$ cat config.mk
export PLATFORM = sky130hd
export DESIGN_NAME = cdc_toggle_dest_endpoint_flat
export DESIGN_NICKNAME = d
export VERILOG_FILES = /design/src/rtl/cdc_toggle_dest_endpoint_if.sv /design/src/rtl/cdc_toggle_dest_endpoint.sv /design/src/flat_wrapper.sv
export SDC_FILE = /design/constraint.sdc
export NUM_CORES = 1
export LEC_CHECK = 0
export ABC_CLOCK_PERIOD_IN_PS = 4300
export CORE_MARGIN = 2
export CORE_UTILIZATION = 50
export DETAILED_ROUTE_END_ITERATION = 6
export PLACE_DENSITY = 0.81
export SYNTH_ARGS = -nofsm -noshare
export SYNTH_HDL_FRONTEND = slang
export SYNTH_SLANG_ARGS = --single-unit
$ cat constraint.sdc
create_clock -name dest_clk -period 4.3 [get_ports dest_clk]
set_input_delay 0.86 -clock dest_clk [delete_from_list [all_inputs] [get_ports dest_clk]]
set_output_delay 0.86 -clock dest_clk [all_outputs]
set_load 0.01 [all_outputs]
$ cat src/rtl/cdc_toggle_dest_endpoint_if.sv
// rtl/cdc_toggle_dest_endpoint_if.sv - handshake and status bundle for the toggle CDC receive endpoint
interface cdc_toggle_dest_endpoint_if #(
   parameter int COUNT_W = 16
);
   logic               req_toggle_async;
   logic               ack_toggle;
   logic               dest_valid;
   logic               dest_ready;
   logic [COUNT_W-1:0] event_count;
   logic               overrun;
   logic               overrun_clr;

   // master: source toggle plus destination consumer; slave: the endpoint itself
   modport master (
      output req_toggle_async,
      output dest_ready,
      output overrun_clr,
      input  ack_toggle,
      input  dest_valid,
      input  event_count,
      input  overrun
   );

   modport slave (
      input  req_toggle_async,
      input  dest_ready,
      input  overrun_clr,
      output ack_toggle,
      output dest_valid,
      output event_count,
      output overrun
   );
endinterface

$ cat src/rtl/cdc_toggle_dest_endpoint.sv
// rtl/cdc_toggle_dest_endpoint.sv - receive end of toggle req/ack CDC handshake
// Each synchronized request toggle becomes one valid/ready transfer, acked by an ack toggle.
module cdc_toggle_dest_endpoint #(
   parameter int SYNC_STAGES = 2,
   parameter int COUNT_W     = 16
) (
   input  logic                      dest_clk,
   input  logic                      dest_reset,
   cdc_toggle_dest_endpoint_if.slave bus
);

   typedef enum logic {
      IDLE  = 1'b0,
      VALID = 1'b1
   } state_t;

   state_t                 state_q, state_d;
   logic [SYNC_STAGES-1:0] sync_q;
   logic                   req_sync;
   logic                   req_sync_dly_q;
   logic                   edge_det;
   logic                   pending;
   logic                   ack_q, ack_d;
   logic [COUNT_W-1:0]     count_q, count_d;
   logic                   overrun_q, overrun_d;

   assign req_sync = sync_q[SYNC_STAGES-1];
   assign edge_det = req_sync ^ req_sync_dly_q;
   // Unacknowledged request exists whenever the two toggles disagree.
   assign pending  = req_sync ^ ack_q;

   always_ff @(posedge dest_clk) begin
      if (dest_reset) begin
         sync_q         <= '0;
         req_sync_dly_q <= 1'b0;
         state_q        <= IDLE;
         ack_q          <= 1'b0;
         count_q        <= '0;
         overrun_q      <= 1'b0;
      end else begin
         sync_q         <= {sync_q[SYNC_STAGES-2:0], bus.req_toggle_async};
         req_sync_dly_q <= req_sync;
         state_q        <= state_d;
         ack_q          <= ack_d;
         count_q        <= count_d;
         overrun_q      <= overrun_d;
      end
   end

   always_comb begin
      state_d   = state_q;
      ack_d     = ack_q;
      count_d   = count_q;
      overrun_d = overrun_q;

      if (bus.overrun_clr) begin
         overrun_d = 1'b0;
      end

      case (state_q)
         IDLE: begin
            if (pending) begin
               state_d = VALID;
            end
         end
         VALID: begin
            // A toggle arriving while an event is still held is a violation; set beats clear.
            if (edge_det) begin
               overrun_d = 1'b1;
            end
            if (bus.dest_ready) begin
               ack_d   = ~ack_q;
               count_d = count_q + COUNT_W'(1);
               state_d = IDLE;
            end
         end
         default: begin
            state_d = IDLE;
         end
      endcase
   end

   assign bus.dest_valid  = (state_q == VALID);
   assign bus.ack_toggle  = ack_q;
   assign bus.event_count = count_q;
   assign bus.overrun     = overrun_q;

endmodule
$ cat src/flat_wrapper.sv
// flat-port wrapper written by rule: the top's interface ports become plain ports
module cdc_toggle_dest_endpoint_flat 
#(
   parameter int SYNC_STAGES = 2,
   parameter int COUNT_W     = 16
)
  (dest_clk, dest_reset, bus_req_toggle_async, bus_dest_ready, bus_overrun_clr, bus_ack_toggle, bus_dest_valid, bus_event_count, bus_overrun);
  cdc_toggle_dest_endpoint_if #(.COUNT_W(COUNT_W)) bus_i ();
  input  logic dest_clk;
  input  logic dest_reset;
  input wire logic [$bits(bus_i.req_toggle_async)-1:0] bus_req_toggle_async;
  input wire logic [$bits(bus_i.dest_ready)-1:0] bus_dest_ready;
  input wire logic [$bits(bus_i.overrun_clr)-1:0] bus_overrun_clr;
  output wire logic [$bits(bus_i.ack_toggle)-1:0] bus_ack_toggle;
  output wire logic [$bits(bus_i.dest_valid)-1:0] bus_dest_valid;
  output wire logic [$bits(bus_i.event_count)-1:0] bus_event_count;
  output wire logic [$bits(bus_i.overrun)-1:0] bus_overrun;
  assign bus_i.req_toggle_async = bus_req_toggle_async;
  assign bus_i.dest_ready = bus_dest_ready;
  assign bus_i.overrun_clr = bus_overrun_clr;
  assign bus_ack_toggle = bus_i.ack_toggle;
  assign bus_dest_valid = bus_i.dest_valid;
  assign bus_event_count = bus_i.event_count;
  assign bus_overrun = bus_i.overrun;
  cdc_toggle_dest_endpoint #(.SYNC_STAGES(SYNC_STAGES), .COUNT_W(COUNT_W)) u_core (.dest_clk(dest_clk), .dest_reset(dest_reset), .bus(bus_i));
endmodule
-- Word level (Yosys, flattened, before mapping)
Index checks and enable logic that the tools add are counted.
- register bits after elaboration: 22
- latch bits: 0
- RAM bits: 0
- memory bits (read-only): 0
- output and inout bits: 19
- memories: 0
- add/subtract/negate cells: 1
- multiply operators: 0
- divide/modulo/power cells: 0
- magnitude comparators: 0
- equality and inequality tests: 0
- shifts and indexed selects: 0
- mux-type cells: 6
- bitwise operators: 4
- reductions and logical operators: 1
- operators with widths (cell ; number):
    $add A16 B1 Y16 const B ; 1
    $mux W1 ; 5
    $not A1 Y1 ; 2
    $pmux W1 S2 ; 1
    $reduce_and A2 Y1 ; 1
    $xor A1 B1 Y1 ; 2

-- Depth between registers and ports, before layout
Gate-level depths: netlist of the first run.
- depth in word-level cells: 3
- mapped depth: 5
- depth with buffers taken out: 5

-- Worst setup path after synthesis of the first run
OpenSTA, ideal clock, no wires.
- path kind: input port to flip-flop
- from: input port bus_dest_ready
- to: register u_core.count_q[15] (netlist: u_core.bus.event_count[15])
- library setup time: 0.121 ns
- arrival: 1.807 ns
- data required time: 4.179 ns
- path slack: 2.373 ns
- cell stages on the path: 4
- path through: and4_4 > and4_4 > nor3b_2 > mux2_2
- cells in the longest elaborated chain, start to end: 1
- ends and longest elaborated chain (what ; RTL line ; text):
    start, declared ; flat_wrapper.sv:12 ; input wire logic [$bits(bus_i.dest_ready)-1:0] bus_dest_ready;
    $reduce_and A2 Y1 (no source line) ; - ;
    end signal, assigned ; cdc_toggle_dest_endpoint.sv:45 ; count_q <= count_d;
    end, declared ; cdc_toggle_dest_endpoint.sv:24 ; logic [COUNT_W-1:0] count_q, count_d;
No other way between the ends.
A chain may end at the register's enable or synchronous reset.

-- Worst setup path after layout of the first run
- from: input port bus_dest_ready
- to: register u_core.count_q[11] (netlist: u_core.bus.event_count[11])
Same word-level chain as after synthesis.

==> results of run 1 <==
==> per-stage QoR <==
| step | hold WS, ns | std cells | total power [mW] |
|---|---|---|---|
| 2_1_floorplan | 0.414 | 97 | 0.226 |
| 3_3_place_gp | 0.422 | 143 | 0.238 |
| 3_5_place_dp | 0.432 | 143 | 0.238 |
| 4_1_cts | 0.462 | 147 | 0.348 |
| 5_1_grt | 0.483 | 147 | 0.357 |
| 6_report | 0.460 | 147 | 0.343 |
==> worst paths after layout <==
kind,end,slack (ns)
worst max register to register,u_core.bus.event_count[11],2.65
worst max-delay path,u_core.bus.event_count[11],2.04
worst min-delay path,u_core.sync_q[1],0.46
worst min register to register,u_core.sync_q[1],0.46
==> placed cells by master, fill, tap and decap left out, drive strengths merged, types with 3 or more instances in the layout <==
| cell | synthesis | layout |
|---|---|---|
| clkbuf | 1 | 4 |
| nand2 | 4 | 4 |
| nand3 | 6 | 6 |
| a21oi | 4 | 4 |
| nand4 | 4 | 4 |
| dfxtp | 22 | 22 |
| xor2 | 13 | 13 |
| mux2 | 3 | 3 |
| nor2b | 7 | 7 |
| nor2 | 17 | 17 |
| and4 | 5 | 5 |
| clkdlybuf4s50 | 0 | 23 |
==> flip-flops by register name (all words and copies together), names as in the netlist <==
signal / count
u_core.bus.event_count: 16
u_core.sync_q: 2
u_core.bus.ack_toggle: 1
u_core.bus.dest_valid: 1
u_core.bus.overrun: 1
u_core.req_sync_dly_q: 1
==> cell families (layout without fill, tap and decap cells) <==
kind of cell               count (synthesis)  count (layout)  share of synthesized area, %
DFF                                       22              22                          47.9
xor gates and xnor gates                  13              13                          12.4
adders and majority gates                  1               1                          1.36
AOI/OAI and AO/OA                          7               7                          4.49
muxes                                      3               3                          3.67
and+or+nand+nor                           48              48                          29.0
buffers and inverters                      3              28                          1.22
==> layout make-up <==
| class | instances | area, sq um | area share, % |
|---|---|---|---|
| flip-flops and latches | 22 | 440 | 36.4 |
| well taps | 25 | 31.3 | 2.59 |
| repair buffers | 23 | 230 | 19.0 |
| inverters | 1 | 3.75 | 0.310 |
| clock buffers | 4 | 36.3 | 3.00 |
| multi-input cells | 72 | 468 | 38.7 |
==> power by group through the flow <==
| stage | Clock, mW | Combinational [mW] | Sequential (mW) |
|---|---|---|---|
| 6_report | 0.109 | 0.0218 | 0.212 |
| 5_1_grt | 0.120 | 0.0243 | 0.213 |
| 4_1_cts | 0.114 | 0.0219 | 0.212 |
| 3_3_place_gp | 0 | 0.0214 | 0.217 |
| 2_1_floorplan | 0 | 0.00907 | 0.217 |
| 3_5_place_dp | 0 | 0.0217 | 0.217 |
==> metal layers <==
layer	part of all wire (%)	global-route usage, %	vias up
met5	0	0	-
met4	1.5	8.33	0
met3	4.2	2.31	4
met2	49	29.3	17
met1	45	22.5	337
li1	-	-	379
==> results.py, run 1 <==
metrics = {
    "power_and_ir_drop": {
        "combPwrFrac_pct": 6.3,
        "ir_worst_vdd_v": 0.000237,
        "intPower_uw": 271,
        "powerDensity_nw_per_um2": 284,
        "power.share.switching_pct": 21.2,
        "power.switching_uw": 72.6,
        "clkPwrFrac_pct": 31.9,
        "p_seq_share_pct": 61.8,
        "p_leak_nw": 0.457,
    },
    "floorplan": {
        "die_area_sq_um": 2200,
        "core_sq_um": 1730,
        "die_h_um": 46.9,
        "num_rows": 15,
        "start_util_pct": 53.3,
        "die_x_um": 46.9,
        "io_pins": 24,
    },
    "yosys": {
        "ys_seq_area_share_pct": 47.9,
        "synth_area_leaders": "dfxtp_1, xor2_1, nor2_1",
        "synth_edf_count": 0,
        "syn_nets": 103,
        "avgSynthCellArea_sq_um": 9.48,
        "ys.warnings.count": 0,
        "syn_inst": 97,
        "synth_top_area_share_pct": 47.9,
        "synth_area_leader_cell": "dfxtp_1",
        "netlist_area_sq_um": 920,
        "synthDistinctLibCells": 24,
        "ys_seq_elements": 22,
        "yosys.cell_count.top_type": "dfxtp_1",
        "async_flop_share_pct": 0,
        "ys_top_cells_by_count": "dfxtp_1, nor2_1, xor2_1",
        "synth_ff_type": "dfxtp_1",
    },
    "placed_design": {
        "pre_cts_slack_ns": 1.71,
        "placed_cell_area_sq_um": 1170,
        "hpwl_um": 1190,
        "numPortBuffers": 23,
        "place_congestion": 0.727,
    },
    "timing": {
        "setup_ws_ns": 2.04,
        "slew_viol_final": 0,
        "fin_setup_tns_ns": 0,
        "tightest_slew_ns": 0.883,
        "finalCritPeriodShare_pct": 52.6,
        "finalHoldViolCount": 0,
        "maxSlewHeadroom_pct": 41.0,
        "rsz0062_at_grt": "no",
        "fin_worst_skew_ns": 0.00543,
        "setup_viol": 0,
        "max_freq_mhz": 442,
        "period_needed_ns": 2.26,
    },
    "layout": {
        "syn2layout_area_growth_pct": 31.6,
        "postLayoutCoreUtil_pct": 70.1,
        "drive_gt1_share_pct": 10.7,
        "fin_area_sq_um": 1210,
        "nNetsFinal": 129,
        "nFillCells": 157,
        "diodes": 0,
    },
    "clocking": {
        "cts.sinks": 22,
        "insertion_delay_ns": 0.30,
        "path_clk_slew_ns": 0.12,
        "post_cts.repair.setup_buffers": 0,
        "cts-root-buf": "clkbuf_4",
        "cts_buffers": 3,
        "postCtsResizedCells": 0,
        "h-tree-depth": 1,
        "cts_buffer_depth": 2,
        "cts.hold.buffers_added": 0,
        "cts_tree": "done",
    },
    "global_route": {
        "antenna_found_initial": 0,
        "grt_pass1_vias": 667,
        "grt_pass1_wl_um": 2800,
        "grt.total_usage_pct": 17.6,
        "overflow": 0,
        "grt_start_max_net_pins": 27,
    },
    "critical_path": {
        "cp_num_cells": 5,
        "worst_r2r_path_depth": 4,
        "start_kind": "input pin",
        "timing.critical_path.from": "bus_dest_ready",
        "crit_arrival_ns": 2.46,
        "slowest_stage": "clkdlybuf4s50_1",
        "r2r-start": "u_core.bus.dest_valid",
        "worstPathRequired_ns": 4.50,
        "worstSetupPathType": "input pin to flop",
        "cp-end-kind": "flop",
        "cp_top_family": "simple AND/OR/NAND/NOR gates",
        "worstPathBufferInverterCount": 1,
        "crit_chain": "clkdlybuf4s50_1, and4_4, and4_4, and3_2, mux2_2",
        "crit_fanout": 6,
        "critPathMostFrequentCell": "and4_4",
        "slowest_delay_ns": 0.56,
    },
    "route": {
        "vias": 737,
        "drt_iter0_drc": 1,
        "drtAntennaViolNets": 0,
        "drt-total-wl_um": 1620,
        "drc_errors": 0,
        "routedWlPerCell_um": 11.0,
        "dr.pass1.iters": 2,
        "via_per_inst": 5.01,
    },
    "run": {
        "cap_violations": 0,
    },
    "worst_hold_path": {
        "hold_depth": 1,
        "hp-class": "flop to flop",
        "min-delay-start": "u_core.sync_q[0]",
    },
    "run_status": {
        "status": "finished clean",
    },
}
Note: power is estimated with default switching activity, not from simulation.
==> run 2, diff against run 1 <==
--- a/config.mk
+++ b/config.mk
@@ -5,11 +5,11 @@
 export SDC_FILE = /design/constraint.sdc
 export NUM_CORES = 1
 export LEC_CHECK = 0
-export ABC_CLOCK_PERIOD_IN_PS = 4300
+export ABC_CLOCK_PERIOD_IN_PS = 2100
 export CORE_MARGIN = 2
-export CORE_UTILIZATION = 50
+export CORE_UTILIZATION = 46
 export DETAILED_ROUTE_END_ITERATION = 6
-export PLACE_DENSITY = 0.81
+export PLACE_DENSITY = 0.75
 export SYNTH_ARGS = -nofsm -noshare
 export SYNTH_HDL_FRONTEND = slang
 export SYNTH_SLANG_ARGS = --single-unit
==> constraint.sdc (replaced) <==
create_clock -name dest_clk -period 2.1 [get_ports dest_clk]
set_input_delay 0.42 -clock dest_clk [delete_from_list [all_inputs] [get_ports dest_clk]]
set_output_delay 0.42 -clock dest_clk [all_outputs]
set_load 0.01 [all_outputs]
==> run 2 against run 1 <==
Design area rose by 2.7%. Clock skew barely moved. First-iteration DRC count rose to 8.0 times the previous value. Register-to-register slack got worse by 2.2 ns. Critical path type is now flop to output pin. Largest power group unchanged. Highest routed layer unchanged.
==> results.py, run 2 (synthesized netlist as in run 1, its figures left out) <==
metrics = {
    "run_status": {
        "status": "finished clean",
    },
    "timing": {
        "slew_viol_final": 0,
        "finalHoldViolCount": 0,
        "timing.hold.ws_ns": 0.458,
        "fin_worst_skew_ns": 0.00536,
        "max_freq_mhz": 570,
        "fin_setup_tns_ns": 0,
        "maxSlewHeadroom_pct": 74.3,
        "tightest_slew_ns": 0.385,
        "setup_viol": 0,
        "period_needed_ns": 1.76,
        "finalCritPeriodShare_pct": 83.6,
        "rsz0062_at_grt": "no",
    },
    "floorplan": {
        "die_h_um": 48.7,
        "start_util_pct": 47.9,
        "core_sq_um": 1920,
        "num_rows": 16,
        "die_area_sq_um": 2370,
        "die_x_um": 48.7,
        "io_pins": 24,
    },
    "critical_path": {
        "crit_arrival_ns": 1.34,
        "worstSetupPathType": "flop to output pin",
        "slowest_delay_ns": 0.58,
        "crit_chain": "clkdlybuf4s50_1",
        "cp_top_family": "buffers and inverters",
        "crit_fanout": 7,
        "start_kind": "flop",
        "worstPathBufferInverterCount": 1,
        "cp-end-kind": "output pin",
        "slowest_stage": "clkdlybuf4s50_1",
        "worstPathRequired_ns": 1.68,
    },
    "global_route": {
        "grt_start_max_net_pins": 13,
        "grt_pass1_vias": 743,
        "grt_pass1_wl_um": 3040,
        "grt.total_usage_pct": 16.0,
        "antenna_found_initial": 0,
        "overflow": 0,
    },
    "clocking": {
        "postCtsResizedCells": 0,
        "cts_buffer_depth": 2,
        "cts.sinks": 22,
        "h-tree-depth": 1,
        "cts-root-buf": "clkbuf_4",
        "cts_buffers": 3,
        "cts.hold.buffers_added": 0,
        "post_cts.repair.setup_buffers": 0,
        "path_clk_slew_ns": 0.12,
        "insertion_delay_ns": 0.29,
        "cts_tree": "done",
    },
    "worst_hold_path": {
        "hp-class": "flop to flop",
    },
    "power_and_ir_drop": {
        "intPower_uw": 560,
        "clkPwrFrac_pct": 31.5,
        "p_leak_nw": 0.476,
        "powerDensity_nw_per_um2": 572,
        "p_seq_share_pct": 60.6,
        "power.switching_uw": 150,
        "ir_worst_vdd_v": 0.000388,
        "combPwrFrac_pct": 7.9,
        "power.share.switching_pct": 21.2,
    },
    "placed_design": {
        "place_congestion": 0.728,
        "hpwl_um": 1350,
        "placed_cell_area_sq_um": 1210,
        "dp.cells": 149,
        "numPortBuffers": 23,
    },
    "layout": {
        "regArea_sq_um": 440,
        "diodes": 0,
        "fin_area_sq_um": 1240,
        "layout.cells.non_filler": 153,
        "multiInputGateArea_sq_um": 468,
        "nFillCells": 191,
        "mostFrequentLayoutCell": "clkdlybuf4s50_1",
        "nNetsFinal": 133,
        "largest_reg_flops": 16,
        "syn2layout_area_growth_pct": 35.1,
        "layout_common_cells": "clkdlybuf4s50_1, dfxtp_1, nor2_1",
        "drive_gt1_share_pct": 13.5,
    },
    "route": {
        "drt_iter0_drc": 8,
        "highest_layer": "met4",
        "vias": 763,
        "wl_met3_um": 53,
        "route.met2.wl_um": 866,
        "via_per_inst": 4.99,
        "m1WireLength_um": 792,
        "drc_errors": 0,
        "drt-total-wl_um": 1730,
        "dr.pass1.iters": 4,
        "routedWlPerCell_um": 11.3,
        "drtAntennaViolNets": 0,
    },
    "run": {
        "cap_violations": 0,
    },
}
## run 2: cell count changes in the layout (fill, tap and decap cells not counted), sizes merged
cell / delta
buf: +4
## run 2: per-stage QoR
stage	setup WS (ns)	utilization [%]	power (mW)
after floorplan	0.522	-	0.463
after global placement	0.0574	62.8	0.495
after detailed placement	0.0369	62.8	0.496
after CTS	0.329	64.6	0.721
after global routing	0.263	64.6	0.752
final	0.345	64.6	0.711
## run 2: final cells by class
type	count	area share, %
Clock buffer	4	2.92
Timing Repair Buffer	27	20.9
Multi-Input combinational cell	72	37.7
Tap cell	27	2.72
Sequential cell	22	35.4
Inverter	1	0.302
## run 2: power by group through the flow
stage,combinational [mW],clock [mW],sequential (mW)
after floorplan,0.0186,0,0.445
after global placement,0.0547,0,0.440
after detailed placement,0.0559,0,0.440
after CTS,0.0563,0.233,0.431
after global routing,0.0626,0.257,0.433
final,0.0559,0.224,0.431
## run 2: worst reg2reg max path, stage by stage, from the launching register on
cell and delay, ns:
dfxtp_1 0.44, and4_1 0.31, and4_4 0.27, nor3b_2 0.17, mux2_2 0.34
## run 2: final timing paths
| path | from | to | slack [ns] | cells after the start |
|---|---|---|---|---|
| hold / removal | u_core.sync_q[0] | u_core.sync_q[1] | 0.46 | 1 |
| setup reg to reg | u_core.bus.event_count[3] | u_core.bus.event_count[15] | 0.47 | 4 |
| hold reg to reg | u_core.sync_q[0] | u_core.sync_q[1] | 0.46 | 1 |
| setup / recovery | u_core.bus.event_count[2] | bus_event_count[2] | 0.34 | 1 |
## run 2: metal layers
layer | GRT usage [%] | up-vias
met2 | 27.6 | 15
met5 | 0 | -
li1 | - | 391
met1 | 20.0 | 355
met4 | 5.71 | 0
met3 | 2.78 | 2
